==> config.mk <==
export PLATFORM = sky130hd
export DESIGN_NAME = neuron_mac_pe
export DESIGN_NICKNAME = d
export VERILOG_FILES = /design/src/rtl/neuron_mac_pe.sv
export SDC_FILE = /design/constraint.sdc
export NUM_CORES = 1
export LEC_CHECK = 0
export ABC_CLOCK_PERIOD_IN_PS = 15000
export CELL_PAD_IN_SITES_DETAIL_PLACEMENT = 1
export CELL_PAD_IN_SITES_GLOBAL_PLACEMENT = 1
export CORE_UTILIZATION = 45
export CTS_BUF_LIST = sky130_fd_sc_hd__clkbuf_4 sky130_fd_sc_hd__clkbuf_8 sky130_fd_sc_hd__clkbuf_16
export DETAILED_ROUTE_END_ITERATION = 12
export PLACE_DENSITY = 0.93
export RECOVER_POWER = 50
export SYNTH_ARGS = -nofsm -noshare
export SYNTH_HDL_FRONTEND = slang
export SYNTH_SLANG_ARGS = --single-unit
==> constraint.sdc <==
create_clock -name clk_i -period 15 [get_ports clk_i]
set_clock_uncertainty 0.15 [all_clocks]
set_input_delay 2.25 -clock clk_i [delete_from_list [all_inputs] [get_ports clk_i]]
set_output_delay 2.25 -clock clk_i [all_outputs]
set_load 0.02 [all_outputs]
==> src/rtl/neuron_mac_pe.sv <==
// Neuron processing element: multi-lane signed x unsigned MAC with a registered lane sum,
// a saturating accumulator, then bias and hard-sigmoid/ReLU activation at end of vector.
module neuron_mac_pe #(
    parameter int LANES      = 4,
    parameter int W_WIDTH    = 4,
    parameter int X_WIDTH    = 4,
    parameter int ACC_WIDTH  = 16,
    parameter int FRAC_SHIFT = 2,
    parameter int OUT_WIDTH  = 5
) (
    input  logic                       clk_i,
    input  logic                       rst_i,
    input  logic                       in_valid_i,
    output logic                       in_ready_o,
    input  logic                       in_last_i,
    input  logic [LANES*W_WIDTH-1:0]   weights_i,
    input  logic [LANES*X_WIDTH-1:0]   inputs_i,
    input  logic [W_WIDTH-1:0]         bias_i,
    input  logic                       mode_i,
    output logic                       out_valid_o,
    input  logic                       out_ready_i,
    output logic [OUT_WIDTH-1:0]       out_o,
    output logic [ACC_WIDTH-1:0]       acc_out_o,
    output logic                       sat_o
);
    localparam int PW = W_WIDTH + X_WIDTH + 1;
    localparam int SW = PW + $clog2(LANES);
    localparam int ZW = ACC_WIDTH + 2;
    localparam logic signed [ACC_WIDTH-1:0] ACC_MAX = {1'b0, {(ACC_WIDTH-1){1'b1}}};
    localparam logic signed [ACC_WIDTH-1:0] ACC_MIN = {1'b1, {(ACC_WIDTH-1){1'b0}}};
    localparam logic signed [ZW-1:0] OFFS = ZW'(1) << (OUT_WIDTH - 1);
    localparam logic signed [ZW-1:0] OMAX = (ZW'(1) << OUT_WIDTH) - ZW'(1);

    typedef enum logic [1:0] {ACCUM, FLUSH, ACT, HOLD} state_e;
    state_e state_q, state_d;

    logic signed [PW-1:0]        prod [LANES];
    logic signed [SW-1:0]        lane_sum;
    logic signed [ACC_WIDTH-1:0] sum_d, sum_q, acc_q, acc_sh;
    logic                        sum_valid_q, sat_q, accept;
    logic signed [ACC_WIDTH:0]   acc_sum;
    logic                        ovf;
    logic signed [ZW-1:0]        z, y_pre;
    logic [OUT_WIDTH-1:0]        y, out_q;

    // Input lanes are unsigned, so they get a zero MSB before the signed multiply.
    for (genvar g = 0; g < LANES; g++) begin : g_lane
        assign prod[g] = PW'($signed(weights_i[g*W_WIDTH +: W_WIDTH]))
                       * PW'($signed({1'b0, inputs_i[g*X_WIDTH +: X_WIDTH]}));
    end

    always_comb begin
        lane_sum = '0;
        for (int i = 0; i < LANES; i++) begin
            lane_sum = lane_sum + SW'(prod[i]);
        end
    end

    assign sum_d   = ACC_WIDTH'(lane_sum);
    assign accept  = in_valid_i & in_ready_o;
    assign acc_sum = (ACC_WIDTH+1)'(acc_q) + (ACC_WIDTH+1)'(sum_q);
    assign ovf     = acc_sum[ACC_WIDTH] ^ acc_sum[ACC_WIDTH-1];

    assign acc_sh = acc_q >>> FRAC_SHIFT;
    assign z      = ZW'(acc_sh) + ZW'($signed(bias_i));
    assign y_pre  = mode_i ? z : z + OFFS;

    always_comb begin
        if (y_pre < 0)         y = '0;
        else if (y_pre > OMAX) y = '1;
        else                   y = y_pre[OUT_WIDTH-1:0];
    end

    always_ff @(posedge clk_i) begin
        if (rst_i) state_q <= ACCUM;
        else       state_q <= state_d;
    end

    always_comb begin
        state_d     = state_q;
        in_ready_o  = 1'b0;
        out_valid_o = 1'b0;
        case (state_q)
            ACCUM: begin
                in_ready_o = ~rst_i;
                if (in_valid_i && !rst_i && in_last_i) state_d = FLUSH;
            end
            FLUSH: state_d = ACT;
            ACT:   state_d = HOLD;
            HOLD: begin
                out_valid_o = 1'b1;
                if (out_ready_i) state_d = ACCUM;
            end
            default: state_d = ACCUM;
        endcase
    end

    always_ff @(posedge clk_i) begin
        if (rst_i) begin
            sum_valid_q <= 1'b0;
            sum_q       <= '0;
            acc_q       <= '0;
            sat_q       <= 1'b0;
            out_q       <= '0;
        end else begin
            sum_valid_q <= accept;
            if (accept) sum_q <= sum_d;
            if (state_q == HOLD && out_ready_i) begin
                acc_q <= '0;
                sat_q <= 1'b0;
            end else if (sum_valid_q) begin
                if (ovf) begin
                    acc_q <= acc_sum[ACC_WIDTH] ? ACC_MIN : ACC_MAX;
                    sat_q <= 1'b1;
                end else begin
                    acc_q <= acc_sum[ACC_WIDTH-1:0];
                end
            end
            if (state_q == ACT) out_q <= y;
        end
    end

    assign out_o     = out_q;
    assign acc_out_o = acc_q;
    assign sat_o     = sat_q;
endmodule

# After elaboration in Yosys (flattened, before gate mapping)
# Index checks and enable logic that the tools add are counted.
# word_totals
wordCells	44
out_inout_bits	24
register_bits	36
# classes
n_eq_ne	5
addsub	6
order_cmp	2
multipliers	4
n_reduce_logical	8
n_bitwise	3
muxes	10
# op_table
operator	n
$mul A4 B5 Y9	4
$mux W16	2
$gt A18 B6 Y1 const B	1
$lt A18 B1 Y1 const B	1
$mux W18	1
$add A16 B11 Y17	1
$add A15 B6 Y16 const B	1
$add A14 B4 Y15	1
$add A10 B9 Y11	1
$add A11 B9 Y11	1
$add A9 B9 Y10	1
$mux W5	2
$pmux W2 S4	1
$eq A2 B2 Y1 const B	2
$mux W2	2
$ne A2 B2 Y1 const B	2
$reduce_and A2 Y1	2
$logic_and A1 B1 Y1	3
$eq A2 B1 Y1 const B	1
$logic_not A2 Y1	1
$mux W1	2
$reduce_or A2 Y1	1
$and A1 B1 Y1	1
$logic_not A1 Y1	1
2 further kinds	2

# Logic depth before layout (Yosys ltp)
# logic_depth
ltp_word	6
mapped_depth	22
ltp_nobuf	22

# Least setup slack after synthesis
# No wires, ideal clock.
# synth_path
kind	input to register
start	in inputs_i[4]
end	reg sum_q[9]
path_slack_ns	7.758
cell_stages	17
arrival_ns	6.976
required_time_ns	14.734
setup_time_ns	0.116
cell_sequence	nand2b_1 > fa_1 > fa_1 > fa_1 > fa_1 > fa_1 > inv_1 > fa_1 > ha_1 > inv_1 > o21bai_1 > a21oi_1 > o21bai_1 > a31oi_1 > nor2b_1 > or3_1 > a31o_2
# synth_via
elab_chain_len	4
# synth_rtl
element	line_no	text
start, declared	17	input logic [LANES*X_WIDTH-1:0] inputs_i,
$mul A4 B5 Y9	49	* PW'($signed({1'b0, inputs_i[g*X_WIDTH +: X_WIDTH]}));
$add A9 B9 Y10	55	lane_sum = lane_sum + SW'(prod[i]);
$add A10 B9 Y11	55	
$add A11 B9 Y11	55	
end signal, assigned	107	if (accept) sum_q <= sum_d;
end, declared	39	logic signed [ACC_WIDTH-1:0] sum_d, sum_q, acc_q, acc_sh;
# Every way passes these cells.
# A chain may end at the register's enable or synchronous reset.

# Worst setup path in the final report
# layout_path
start	in weights_i[11]
end	reg sum_q[9]
# layout_via
elab_chain_len	3
# layout_rtl
element	line_no	text
start, declared	16	input logic [LANES*W_WIDTH-1:0] weights_i,
$mul A4 B5 Y9	49	
$add A10 B9 Y11	55	
$add A11 B9 Y11	55	
# Every way passes these cells.

==> out/qor.tcl <==
set qor(r2r-start) {sum_q[0]}
set qor(antennaDiodeCount) 0
set qor(worstHoldPathCells) 2
set qor(power_mw) 1.309
set qor(synth_cell_types) 69
set qor(dieWidth_um) 117.4
set qor(placementRows) 41
set qor(run_status) {finished, final reports clean}
set qor(drt-pass1-iter-count) 4
set qor(fillers) 1508
set qor(final.setup.worst_slack_ns) 6.947
set qor(worstSetupEndpointType) {flip-flop}
set qor(timing.slew.headroom_pct) 16.22
set qor(timing.critical_path.arrival_ns) 8.08
set qor(worst_r2r_path_depth) 12
set qor(cts.sinks) 36
set qor(asyncSetResetFlopFracSynth_pct) 0
set qor(cts.reportedPaths.clkPinSlew_ns) 0.06
set qor(power.ir.vdd_worst_mv) 0.1308
set qor(layout-drive-gt1-share_pct) 3.277
set qor(r2r_setup_slack_ns) 10.82
set qor(fmaxAchievable_mhz) 124.2
set qor(route.detailed.wl_per_inst_um) 19.88
set qor(fp.dieArea_mm2) 0.01378
set qor(grt_pass1_vias) 6022
set qor(ctsHoldBuffers) 0
set qor(route.antenna.remaining_nets) 0
set qor(fp.dieH_um) 117.4
set qor(final_nets) 947
set qor(global_route.overflow_total) 0
set qor(synthesis.yosys.warnings) 0
set qor(grt_start_max_net_pins) 20
set qor(cts_made_buffers) 5
set qor(vias_per_cell) 5.820
set qor(p_leak_nw) 3.411
set qor(report.final.slew_viol_count) 0
set qor(period_minus_slack_ns) 8.053
set qor(mappedNetlistArea_mm2) 0.005989
set qor(synth_seq_area_share_pct) 12.03
set qor(synth_enable_flop_cells) 0
set qor(syn_area_per_cell_um2) 8.520
set qor(cpMostUsedCell) {sky130_fd_sc_hd__fa_1}
set qor(later_pin_clock_latency_in_the_skew_report_ns) 0.29
set qor(criticalPathCategory) {input pin to flip-flop}
set qor(detailedPlacementHpwl_um) 14940
set qor(grtUsageTotal_pct) 28.24
set qor(number_of_endpoints_failing_setup_at_the_final_stage) 0
set qor(ys.flop_type) {sky130_fd_sc_hd__dfxtp_1}
set qor(worstHoldEndpoint) {sat_o}
set qor(cts_resized) 0
set qor(worstMarginPinSlew_ns) 1.249
set qor(post_synth_inst_count) 703
set qor(worstReg2RegEnd) {acc_out_o[12]}
set qor(timing.critical_path.cells) {clkdlybuf4s50_1 -> nand2b_1 -> fa_1 -> fa_1 -> fa_1 -> fa_1 -> fa_1 -> inv_1 -> fa_1 -> ha_1 -> inv_1 -> o21bai_1 -> a21oi_1 -> o21bai_1 -> a31oi_1 -> nor2b_1 -> or3_1 -> a31o_2}
set qor(area_growth_pct) 16.32
set qor(cts_htree_levels) 2
set qor(place_worst_setup_slack_ns) 6.712
set qor(regArea_um2) 720.7
set qor(fin_hold_ws_ns) 0.3557
set qor(crit_fanout) 11
set qor(post-cts-setup-buffer-count) 0
set qor(min_period_over_period_pct) 53.68
set qor(initial_utilization_pct) 46.89
set qor(antenna_found_initial) 0
set qor(critical_path.startpoint_type) {input pin}
set qor(worst_min_delay_path_startpoint) {sat_o}
set qor(timing.critical_path.slowest_stage_cell) {sky130_fd_sc_hd__clkdlybuf4s50_1}
set qor(routed_wirelength_um) 18590
set qor(clockBufferDepth) 2
set qor(buffer_ports.inserted) 65
set qor(ctsRootBufferMaster) {sky130_fd_sc_hd__clkbuf_16}
set qor(coreArea_mm2) 0.01277
set qor(multi_input_comb_area_mm2) 0.004796
set qor(synthesis.nets) 888
set qor(tritoncts) {yes}
set qor(cap_viol_max_count) 0
set qor(gp_congestion) 0.8831
set qor(critPathMaxStageDelay_ns) 0.81
set qor(drc) 0
set qor(final-hold-violation-count) 0
set qor(synth_seq_cells) 36
set qor(via_count) 5442
set qor(grt_pass1_wl_um) 31190
set qor(worst_hold_path_type) {flip-flop to flip-flop}
set qor(required_ns) 15.03
set qor(power_density_mw_per_mm2) 187.9
set qor(pin_count) 66
set qor(setup-tns-final_ns) 0
set qor(rsz0062_at_grt) {false}
set qor(drt_iter0_drc) 271
==> synthesized netlist by cell type, drive strengths merged (4+ instances only) <==
library cell | count | area [um^2]
o2111ai | 4 | 35.03
a211oi | 9 | 67.56
or3 | 9 | 61.31
a21oi | 31 | 155.2
a31oi | 8 | 50.05
inv | 107 | 401.6
o21ai | 29 | 145.1
o211a | 4 | 40.04
a21o | 15 | 112.6
nand3 | 10 | 50.05
o21a | 6 | 45.04
xnor2 | 25 | 219.0
clkbuf | 9 | 33.78
nor2 | 32 | 120.1
xor2 | 11 | 96.34
nor3 | 8 | 40.04
fa | 62 | 1241
nand2 | 57 | 214.0
o21bai | 5 | 37.54
buf | 5 | 30.02
and3 | 13 | 81.33
ha | 81 | 1013
dfxtp | 36 | 720.7
nor2b | 12 | 75.07
or2 | 4 | 25.03
a22oi | 8 | 60.06
nand2b | 15 | 93.84
a221oi | 5 | 68.82
nor3b | 4 | 30.03
and2 | 30 | 190.2
==> area by class of cell <==
class	instances	area share, %
multi-input combinational	544	68.84
sequential	36	10.34
timing repair buffer	66	9.447
inverter	109	5.873
tap	172	3.089
clock buffer	6	1.904
clock inverter	2	0.5029
==> cell families after synthesis <==
family / count (synthesis) / synth area share [%]
DFF: 36 / 12.03
muxes: 3 / 0.5014
AOI/OAI and AO/OA: 149 / 17.36
and+or+nand+nor: 209 / 18.43
buffers and inverters: 123 / 7.896
xor gates and xnor gates: 37 / 5.640
adders and majority gates: 146 / 38.14
==> report_power, final <==
part | internal [mW] | switching (mW)
Combinational | 0.434 | 0.595
Sequential | 0.124 | 0.0327
Clock | 0.0801 | 0.0440
==> worst max path at each step <==
| stage | start | end | slack (ns) | cells after the start |
|---|---|---|---|---|
| global route | weights_i[11] | sum_q[9] | 6.75 | 18 |
| CTS | weights_i[11] | sum_q[9] | 6.98 | 18 |
| finish | weights_i[11] | sum_q[9] | 6.95 | 18 |
| floorplan | inputs_i[4] | sum_q[9] | 7.76 | 17 |
| detailed placement | weights_i[11] | sum_q[9] | 6.71 | 18 |
| global placement | weights_i[11] | sum_q[9] | 6.91 | 18 |
==> cell usage in the layout, fill, tap and decap left out, types with 3 or more instances in the layout <==
cell                              instances
sky130_fd_sc_hd__inv_1                  107
sky130_fd_sc_hd__ha_1                    81
sky130_fd_sc_hd__fa_1                    62
sky130_fd_sc_hd__nand2_1                 57
sky130_fd_sc_hd__clkdlybuf4s50_1         41
sky130_fd_sc_hd__dfxtp_1                 36
sky130_fd_sc_hd__nor2_1                  32
sky130_fd_sc_hd__a21oi_1                 31
sky130_fd_sc_hd__and2_1                  29
sky130_fd_sc_hd__o21ai_0                 28
sky130_fd_sc_hd__xnor2_1                 25
sky130_fd_sc_hd__dlygate4sd3_1           24
sky130_fd_sc_hd__nand2b_1                15
sky130_fd_sc_hd__a21o_1                  15
sky130_fd_sc_hd__and3_1                  13
sky130_fd_sc_hd__nor2b_1                 12
sky130_fd_sc_hd__xor2_1                  11
sky130_fd_sc_hd__nand3_1                 10
sky130_fd_sc_hd__a211oi_1                 9
sky130_fd_sc_hd__or3_1                    8
sky130_fd_sc_hd__nor3_1                   8
sky130_fd_sc_hd__a22oi_1                  8
sky130_fd_sc_hd__a31oi_1                  8
sky130_fd_sc_hd__o21a_1                   6
sky130_fd_sc_hd__o21bai_1                 5
sky130_fd_sc_hd__clkbuf_16                5
sky130_fd_sc_hd__o211a_1                  4
sky130_fd_sc_hd__o2111ai_1                4
sky130_fd_sc_hd__nor3b_1                  4
sky130_fd_sc_hd__a221oi_2                 4
sky130_fd_sc_hd__mux2i_1                  3
sky130_fd_sc_hd__or2_2                    3
sky130_fd_sc_hd__maj3_1                   3
sky130_fd_sc_hd__o211ai_1                 3
==> through the flow <==
step / instance area (um^2) / util (%) / instances
floorplan: 5989 / - / 703
detailed placement: 6799 / 53.23 / 927
global route: 6967 / 54.54 / 935
finish: 6967 / 54.54 / 935
CTS: 6967 / 54.54 / 935
global placement: 6799 / 53.23 / 927
==> flip-flops by register name, summed over array words and instances (netlist names) <==
| name | flops |
|---|---|
| acc_out_o | 16 |
| out_o | 5 |
| sat_o | 1 |
| sum_q | 11 |
| state_q | 2 |
| sum_valid_q | 1 |
==> worst max-delay path, delay by kind of cell <==
family	cells	cell delay (ns)
AOI/OAI and AO/OA	5	0.90
adders and majority gates	7	3.40
buffers and inverters	3	0.98
and+or+nand+nor	3	0.56
==> layer usage <==
metal / vias up / routed length, um / global-route usage [%]
li1: 2509 / - / -
met1: 2767 / 8031 / 35.10
met2: 120 / 9439 / 49.37
met3: 46 / 597 / 4.232
met4: 0 / 522 / 10.06
met5: - / 0 / 0
Note: power is estimated with default switching activity, not from simulation.
